### src/rtl/serial_arith_pkg.sv
// Shared definitions for the bit-serial arithmetic engines: FSM encoding,
// default operand width and the counter-width helper.
package serial_arith_pkg;

  typedef enum logic [1:0] {
    ST_IDLE  = 2'd0,
    ST_SHIFT = 2'd1,
    ST_DONE  = 2'd2
  } state_e;

  localparam int DEF_WIDTH = 8;

  // Bits needed to count 0..value-1; never less than one bit.
  function automatic int clog2(input int value);
    int r;
    r = 1;
    for (int i = 1; i < 31; i++) begin
      if ((1 << i) < value) r = i + 1;
    end
    return r;
  endfunction

endpackage

### src/rtl/serial_fa_cell.sv
// One-bit full adder composed of two half-adder stages; the single arithmetic
// cell of the bit-serial datapath.
module serial_fa_cell (
  input  logic a_i,
  input  logic b_i,
  input  logic cin_i,
  output logic s_o,
  output logic cout_o
);

  logic ha0_s;
  logic ha0_c;
  logic ha1_c;

  assign ha0_s  = a_i ^ b_i;
  assign ha0_c  = a_i & b_i;
  assign s_o    = ha0_s ^ cin_i;
  assign ha1_c  = ha0_s & cin_i;
  assign cout_o = ha0_c | ha1_c;

endmodule

### src/rtl/serial_adder_seq.sv
// Bit-serial WIDTH-bit adder with start/done handshake, LSB first through a carry flop.
// Optional subtract mode (port 'sub') is enabled by defining SERIAL_ADDSUB_SEL_EN.
module serial_adder_seq
  import serial_arith_pkg::*;
#(
  parameter int WIDTH = DEF_WIDTH
) (
  input  logic             clk,
  input  logic             rst,
  input  logic             start,
  input  logic [WIDTH-1:0] A,
  input  logic [WIDTH-1:0] B,
`ifdef SERIAL_ADDSUB_SEL_EN
  input  logic             sub,
`endif
  output logic [WIDTH-1:0] Sum,
  output logic             Cout,
  output logic             busy,
  output logic             done
);

  localparam int CNT_W = clog2(WIDTH);

  state_e             state_q;
  logic [WIDTH-1:0]   a_q;
  logic [WIDTH-1:0]   b_q;
  logic [WIDTH-1:0]   res_q;
  logic [WIDTH-1:0]   res_d;
  logic [CNT_W-1:0]   cnt_q;
  logic               c_q;
  logic               sub_q;
  logic [WIDTH-1:0]   sum_q;
  logic               cout_q;
  logic               busy_q;
  logic               done_q;
  logic               sub_sel;
  logic               fa_s;
  logic               fa_co;

`ifdef SERIAL_ADDSUB_SEL_EN
  assign sub_sel = sub;
`else
  assign sub_sel = 1'b0;
`endif

  serial_fa_cell u_fa (
    .a_i    (a_q[0]),
    .b_i    (b_q[0]),
    .cin_i  (c_q),
    .s_o    (fa_s),
    .cout_o (fa_co)
  );

  // New sum bit enters at the top so the first (LSB) bit lands at bit 0 after WIDTH shifts.
  assign res_d = {fa_s, res_q[WIDTH-1:1]};

  always_ff @(posedge clk or posedge rst) begin
    if (rst) begin
      state_q <= ST_IDLE;
      a_q     <= '0;
      b_q     <= '0;
      res_q   <= '0;
      cnt_q   <= '0;
      c_q     <= 1'b0;
      sub_q   <= 1'b0;
      sum_q   <= '0;
      cout_q  <= 1'b0;
      busy_q  <= 1'b0;
      done_q  <= 1'b0;
    end else begin
      done_q <= 1'b0;
      case (state_q)
        ST_IDLE, ST_DONE: begin
          if (start) begin
            // Subtraction is A + ~B + 1: invert B once here and preset the carry.
            a_q     <= A;
            b_q     <= sub_sel ? ~B : B;
            c_q     <= sub_sel;
            sub_q   <= sub_sel;
            res_q   <= '0;
            cnt_q   <= '0;
            busy_q  <= 1'b1;
            state_q <= ST_SHIFT;
          end else begin
            state_q <= ST_IDLE;
          end
        end
        ST_SHIFT: begin
          a_q   <= a_q >> 1;
          b_q   <= b_q >> 1;
          c_q   <= fa_co;
          res_q <= res_d;
          cnt_q <= cnt_q + CNT_W'(1);
          if (cnt_q == CNT_W'(WIDTH - 1)) begin
            sum_q   <= res_d;
            cout_q  <= sub_q ? ~fa_co : fa_co;
            busy_q  <= 1'b0;
            done_q  <= 1'b1;
            state_q <= ST_DONE;
          end
        end
        default: begin
          busy_q  <= 1'b0;
          state_q <= ST_IDLE;
        end
      endcase
    end
  end

  assign Sum  = sum_q;
  assign Cout = cout_q;
  assign busy = busy_q;
  assign done = done_q;

endmodule
### config.mk
export PLATFORM = sky130hd
export DESIGN_NAME = serial_adder_seq
export DESIGN_NICKNAME = d
export VERILOG_FILES = /design/src/rtl/serial_arith_pkg.sv /design/src/rtl/serial_fa_cell.sv /design/src/rtl/serial_adder_seq.sv
export SDC_FILE = /design/constraint.sdc
export NUM_CORES = 1
export LEC_CHECK = 0
export BUFFER_PORTS_ARGS = -buffer_cell sky130_fd_sc_hd__buf_2
export CORE_AREA = 5 5 70 72
export DETAILED_ROUTE_END_ITERATION = 8
export DIE_AREA = 0 0 75 77
export GPL_TIMING_DRIVEN = 0
export PLACE_DENSITY = 0.74
export SLEW_MARGIN = 15
export SYNTH_ARGS = -nofsm -noshare
export SYNTH_HDL_FRONTEND = slang
export SYNTH_SLANG_ARGS = --single-unit
### constraint.sdc
create_clock -name clk -period 1.52 [get_ports clk]
set_input_delay 0.152 -clock clk [delete_from_list [all_inputs] [get_ports clk]]
set_output_delay 0.152 -clock clk [all_outputs]
set_load 0.01 [all_outputs]
==> flow_metrics.env, run 1 <==
export IMPL_run_status="completed"
export IMPL_worstHoldPathType="input port to flip-flop"
export IMPL_ys_seq_elements=40
export IMPL_site_row_count=24
export IMPL_vias=1228
export IMPL_dp_cells=228
export IMPL_routed_wl_met3_um=153
export IMPL_placeable_area_mm2=0.004234
export IMPL_post_route_cell_area_mm2=0.002218
export IMPL_report_final_slew_viol_count=0
export IMPL_fin_total_pwr_mw=4.654
export IMPL_syn_inst=146
export IMPL_tcrit_tclk_final_pct=94.62
export IMPL_chip_width_um=75
export IMPL_worst_setup_path_type="flip-flop to flip-flop"
export IMPL_worst_skew_pair_late_latency_ns=0.30
export IMPL_combinationalPowerShare_pct=41.4
export IMPL_cpPeakStageDelay_ns=0.51
export IMPL_path_delay_family="adder cells"
export IMPL_route_detailed_drc=0
export IMPL_area_growth_pct=20.45
export IMPL_grt_pass1_vias=1291
export IMPL_critical_path_origin="c_q"
export IMPL_io_buffers=29
export IMPL_ys_seq_area_share_pct=54.35
export IMPL_tritoncts_num_buffers=5
export IMPL_design_portCount=30
export IMPL_power_density_mw_per_mm2=2098
export IMPL_clock_sinks=40
export IMPL_globalRouteTotalUtil_pct=13.07
export IMPL_top_layer="met4"
export IMPL_wl_met1_um=1617
export IMPL_grt_setup_unrepaired="no"
export IMPL_synth_nets=168
export IMPL_start_util_pct=43.50
export IMPL_drt_vias_per_instance=5.138
export IMPL_net_switching_power_mw=1.590
export IMPL_clkPwrFrac_pct=18.5
export IMPL_final_core_utilization_pct=52.39
export IMPL_layout_cells_non_filler=239
export IMPL_fin_setup_tns_ns=0
export IMPL_antenna_violating_nets_post_route=0
export IMPL_worst_setup_hold_path_clk_slew_ns=0.08
export IMPL_yosysUniqueCellTypes=29
export IMPL_avgRoutedWirePerCell_um=14.57
export IMPL_max_cap_violations=0
export IMPL_mappedNetlistArea_mm2=0.001842
export IMPL_reg2reg_slack_ns=0.08
export IMPL_critPathBufInv=0
export IMPL_period_needed_ns=1.438
export IMPL_worst_ep_arrival_time_ns=1.62
export IMPL_dr_wl_met2_um=1610
export IMPL_worst_slack_on_hold_paths_ns=0.08240
export IMPL_timing_max_slew_rel_slack_pct=68.87
export IMPL_worstSetupStartpointType="flip-flop"
export IMPL_crit_path_cell_trace="fa_1 -> mux2_2 -> nand2_1 -> o21ai_0"
export IMPL_insertedDiodeCount=0
export IMPL_end_kind="flip-flop"
export IMPL_setup_viol=0
export IMPL_drive_gt1_share_pct=40.11
export IMPL_crit_fanout=3
export IMPL_clock_tree_buffer_depth=2
export IMPL_drt_first_pass_iters=4
export IMPL_regToRegStartpoint="c_q"
export IMPL_maximum_number_of_pins_on_one_net_before_global_route_repair=22
export IMPL_worst_endpoint_required_ns=1.70
export IMPL_fmax_mhz=695.3
export IMPL_totalWireLength_um=3483
export IMPL_crit_cells=4
export IMPL_final_nets=208
export IMPL_syn_area_per_cell_um2=12.61
export IMPL_leakagePower_nw=1.062
export IMPL_slack_of_the_critical_path_ns=0.08179
export IMPL_final_hold_viol_count=0
export IMPL_setup_slack_placement_ns=0.009732
export IMPL_gr_total_overflow=0
export IMPL_dpl_instance_area_mm2=0.002079
export IMPL_synth_warnings=0
export IMPL_dp_hpwl_um=2430
export IMPL_antenna_violations_before_repair=0
export IMPL_ff2ff_path_depth=4
export IMPL_detailedRoute_firstIterationViolations=37
export IMPL_p_sw_share_pct=34.17
export IMPL_internal_power_mw=3.064
export IMPL_tritoncts="yes"
export IMPL_final_fill_count=371
export IMPL_cts_htree_levels=2
export IMPL_slowest_cell_on_the_critical_path="sky130_fd_sc_hd__fa_1"
export IMPL_end_of_the_critical_path="res_q[7]"
export IMPL_grt_pass1_wl_um=5733
export IMPL_die_area_mm2=0.005775
export IMPL_irDropWorstVdd_uv=985.4
export IMPL_fin_worst_skew_ns=0.003047
export IMPL_sequentialPowerShare_pct=40.0
export IMPL_worst_slew_pin_transition_ns=0.4663
export IMPL_die_extent_in_y_um=77
export IMPL_place_congestion=0.7714
export IMPL_reg2reg_to="res_q[7]"
export IMPL_cts_root_buf="sky130_fd_sc_hd__clkbuf_8"
## cells by family (layout without fill, tap and decap cells)
kind of cell / Yosys count / in the layout / synth area share (%)
XOR/XNOR: 1 / 1 / 0.4756
flip-flops: 40 / 40 / 54.35
adder cells (fa/ha/maj): 3 / 3 / 2.445
buffers and inverters: 13 / 54 / 5.638
AND/OR/NAND/NOR: 43 / 43 / 14.61
AO/OA/AOI/OAI: 30 / 30 / 11.28
multiplexers: 16 / 16 / 11.21
## per-layer routing
metal  track usage (%)  vias to the layer above
li1                  -                      599
met1             16.44                      594
met2             20.03                       28
met3             2.745                        7
met4             8.007                        0
met5                 0                        -
## how the worst min path moves through the flow
stage,start,endpoint,slack (ns),cells past startpoint
after floorplan,A[7],a_q[7],0.29,1
after global placement,A[7],a_q[7],0.38,2
after detailed placement,rst,b_q[1],0.20,2
after CTS,A[7],a_q[7],0.08,2
after global routing,A[7],a_q[7],0.09,2
final,A[7],a_q[7],0.08,2
## power groups by stage
stage	sequential, mW	combinational (mW)	clock, mW
3_5_place_dp	1.89	1.91	0
5_1_grt	1.93	2.15	0.922
3_3_place_gp	1.88	1.85	0
4_1_cts	1.88	1.93	0.877
6_report	1.86	1.93	0.862
2_1_floorplan	1.88	1.43	0
## layout make-up
type,count,area (um2),share of cell area (%)
buffer,10,92.59,4.174
clock inverter,2,35.03,1.579
inverter,3,11.26,0.5076
timing repair buffer,33,201.4,9.081
sequential,40,1001,45.12
multi-input combinational,93,739.5,33.33
clock buffer,6,72.57,3.271
tap,52,65.06,2.933
## cells in the mapped netlist
cell type	n	share of area, %
sky130_fd_sc_hd__a21oi_1	2	0.54
sky130_fd_sc_hd__buf_6	4	2.4
sky130_fd_sc_hd__o22ai_1	12	4.1
sky130_fd_sc_hd__a211oi_1	2	0.81
sky130_fd_sc_hd__nor2_4	1	0.61
sky130_fd_sc_hd__nand2_1	6	1.2
sky130_fd_sc_hd__buf_2	2	0.54
sky130_fd_sc_hd__inv_1	3	0.61
sky130_fd_sc_hd__mux2i_1	3	1.6
sky130_fd_sc_hd__nand3_1	1	0.27
sky130_fd_sc_hd__mux2_2	2	1.2
sky130_fd_sc_hd__nor3_2	10	5.4
sky130_fd_sc_hd__buf_4	3	1.2
sky130_fd_sc_hd__mux2_4	8	6.5
sky130_fd_sc_hd__mux2_1	3	1.8
sky130_fd_sc_hd__ha_1	2	1.4
sky130_fd_sc_hd__nand2b_1	3	1.0
sky130_fd_sc_hd__o21ai_0	4	1.1
sky130_fd_sc_hd__fa_1	1	1.1
sky130_fd_sc_hd__buf_8	1	0.81
sky130_fd_sc_hd__nor3_1	2	0.54
sky130_fd_sc_hd__xnor2_1	1	0.48
sky130_fd_sc_hd__nor2b_2	1	0.48
sky130_fd_sc_hd__dfrtp_1	40	54
sky130_fd_sc_hd__a22o_1	10	4.8
sky130_fd_sc_hd__nor2b_1	2	0.68
sky130_fd_sc_hd__nor2_1	15	3.1
sky130_fd_sc_hd__and2b_4	1	0.54
sky130_fd_sc_hd__nand2b_4	1	0.75
## sequential cells by signal (all words and copies together) (netlist names)
name	count
Cout	1
b_q	8
Sum	8
cnt_q	3
a_q	8
busy	1
done	1
c_q	1
state_q	2
res_q	7
## what timing repair did
item | CTS | global route
endpoints found under the hold margin | 19 | 0
endpoints found under the setup margin | 0 | 8
hold buffers | 1 | 0
gates resized for setup | 0 | 4
buffers inserted | 0 | 1
## cell usage in the layout (no fill, tap or decap), drive strengths merged
cell,Yosys,final
o22ai,12,12
ha,2,2
clkinv,0,1
nand3,1,1
fa,1,1
mux2i,3,3
a21oi,2,2
nor2b,3,3
nand2,6,6
and2b,1,1
mux2,13,13
a22o,10,10
nor2,16,16
nor3,12,12
dlygate4sd3,0,1
xnor2,1,1
a211oi,2,2
buf,10,42
nand2b,4,4
dfrtp,40,40
o21ai,4,4
clkbuf,0,6
inv,3,3
bufinv,0,1
## worst register-to-register path, delay by kind of cell, from the launching register on
kind | cells | cell delay, ns
compound gates | 1 | 0.07
mux | 1 | 0.27
fa+ha+maj | 1 | 0.51
flops | 1 | 0.42
simple gates | 1 | 0.06
No activity file was read; power rests on OpenSTA's default activity.
==> run 2: changes to the inputs <==
Settings changed: SETUP_SLACK_MARGIN from default to 0.5, TNS_END_PERCENT from default to 30.
==> run 2 against run 1 <==
Effect of this change: setup slack improved by 0.045 ns; sequential cell count is the same; utilization increased by 1.8 points; maximum frequency up 3.2%; via count about the same; first-iteration DRC count is 2.7% lower; largest cell class unchanged; largest power group unchanged.
==> flow_metrics.env, run 2 (synthesis results as in run 1) <==
export IMPL_run_status="completed"
export IMPL_chip_width_um=75
export IMPL_io_buffers=29
export IMPL_fin_worst_skew_ns=0.004808
export IMPL_slowest_cell_on_the_critical_path="sky130_fd_sc_hd__fa_2"
export IMPL_area_growth_pct=24.59
export IMPL_worst_setup_hold_path_clk_slew_ns=0.08
export IMPL_net_switching_power_mw=1.641
export IMPL_insertedDiodeCount=0
export IMPL_start_util_pct=43.50
export IMPL_max_cap_violations=0
export IMPL_grt_pass1_vias=1348
export IMPL_design_portCount=30
export IMPL_cpPeakStageDelay_ns=0.48
export IMPL_globalRouteTotalUtil_pct=13.81
export IMPL_final_hold_viol_count=0
export IMPL_layout_cells_most_common_list="sky130_fd_sc_hd__dfrtp_1, sky130_fd_sc_hd__buf_2, sky130_fd_sc_hd__nor2_1"
export IMPL_avgRoutedWirePerCell_um=14.39
export IMPL_tcrit_tclk_final_pct=91.65
export IMPL_final_core_utilization_pct=54.20
export IMPL_grt_pass1_wl_um=6044
export IMPL_crit_fanout=2
export IMPL_tritoncts_num_buffers=5
export IMPL_route_detailed_drc=0
export IMPL_worst_ep_arrival_time_ns=1.57
export IMPL_dp_hpwl_um=2512
export IMPL_power_density_mw_per_mm2=2100
export IMPL_totalWireLength_um=3511
export IMPL_place_congestion=0.7472
export IMPL_path_delay_family="adder cells"
export IMPL_dp_cells=228
export IMPL_setup_viol=0
export IMPL_internal_power_mw=3.177
export IMPL_die_area_mm2=0.005775
export IMPL_worst_slew_pin_transition_ns=0.3092
export IMPL_sequentialPowerShare_pct=39.0
export IMPL_drive_gt1_share_pct=44.79
export IMPL_worstSetupStartpointType="flip-flop"
export IMPL_vias=1229
export IMPL_end_kind="flip-flop"
export IMPL_grt_setup_unrepaired="yes"
export IMPL_antenna_violations_before_repair=0
export IMPL_combinationalPowerShare_pct=46.0
export IMPL_drt_vias_per_instance=5.037
export IMPL_placeable_area_mm2=0.004234
export IMPL_fmax_mhz=717.9
export IMPL_clkPwrFrac_pct=15.0
export IMPL_die_extent_in_y_um=77
export IMPL_critPathBufInv=0
export IMPL_irDropWorstVdd_uv=906.5
export IMPL_crit_path_cell_trace="fa_2 -> mux2_4 -> nand2_1 -> o21ai_1"
export IMPL_leakagePower_nw=1.091
export IMPL_detailedRoute_firstIterationViolations=36
export IMPL_layout_cells_non_filler=244
export IMPL_clock_sinks=40
export IMPL_cts_root_buf="sky130_fd_sc_hd__clkbuf_8"
export IMPL_report_final_slew_viol_count=0
export IMPL_cts_htree_levels=2
export IMPL_worst_slack_on_hold_paths_ns=0.1085
export IMPL_worst_endpoint_required_ns=1.70
export IMPL_antenna_violating_nets_post_route=0
export IMPL_drt_first_pass_iters=4
export IMPL_maximum_number_of_pins_on_one_net_before_global_route_repair=29
export IMPL_p_sw_share_pct=34.06
export IMPL_worstHoldPathType="input port to flip-flop"
export IMPL_period_needed_ns=1.393
export IMPL_gr_total_overflow=0
export IMPL_site_row_count=24
export IMPL_timing_max_slew_rel_slack_pct=79.36
export IMPL_final_nets=213
export IMPL_clock_tree_buffer_depth=2
export IMPL_worst_skew_pair_late_latency_ns=0.29
export IMPL_tritoncts="yes"
export IMPL_worst_setup_path_type="flip-flop to flip-flop"
export IMPL_leading_cell_type_in_the_layout_fill_and_taps_excluded="sky130_fd_sc_hd__dfrtp_1"
==> run 2: cell types whose count changed in the layout (fill, tap and decap cells not counted), sizes merged <==
cell    previous run  this run
clkinv             1         0
bufinv             1         0
clkbuf             6         8
buf               42        47
==> run 2: area by class of cell <==
cell class | count | area [um2]
plain buffers | 10 | 112.6
fillers | 355 | 1939
clock buffers | 8 | 90.09
inverters | 3 | 11.26
well taps | 52 | 65.06
flip-flops and latches | 40 | 1001
repair buffers | 38 | 227.7
multi-input cells | 93 | 787.0
==> run 2: power by group through the flow <==
stage / combinational [mW] / sequential (mW) / clock, mW
floorplan: 1.61 / 1.90 / 0
global placement: 2.03 / 1.89 / 0
detailed placement: 2.10 / 1.91 / 0
CTS: 2.23 / 1.88 / 0.746
global route: 2.45 / 1.95 / 0.796
finish: 2.22 / 1.88 / 0.724
==> run 2: final timing paths <==
kind | startpoint | end | slack (ns) | cells past startpoint
setup / recovery | c_q | res_q[7] | 0.13 | 4
hold / removal | A[7] | a_q[7] | 0.11 | 2
setup reg to reg | c_q | res_q[7] | 0.13 | 4
hold reg to reg | Sum[4] | Sum[4] | 0.51 | 1
max in group asynchronous | rst | cnt_q[1] | 0.73 | 4
min in group asynchronous | rst | a_q[0] | 0.36 | 3
==> run 2: timing repair <==
| action | 4_1_cts | 5_1_grt |
|---|---|---|
| gates cloned | 0 | 0 |
| pin swaps | 1 | 2 |
| setup buffers | 6 | 1 |
| endpoints found under the hold margin | 12 | 0 |
| endpoints found under the setup margin | 37 | 38 |
| gates resized for setup | 1 | 0 |
| hold buffers | 1 | 0 |
==> run 2: stage by stage <==
stage	power [mW]	setup WS, ns	setup TNS (ns)	area (um2)
floorplan	3.509	0.1686	0	1907
global placement	3.922	-0.09047	-3.589	2117
detailed placement	4.013	0.1075	0	2137
CTS	4.864	0.1166	0	2287
global route	5.191	0.08141	0	2295
finish	4.818	0.1270	0	2295
==> run 2: routing by layer <==
layer / part of all wire (%) / track usage [%] / vias to the layer above
met5: 0 / 0 / -
met4: 1.2 / 4.804 / 0
met3: 5.2 / 4.052 / 6
met2: 47 / 21.25 / 28
met1: 47 / 18.27 / 590
li1: - / - / 605
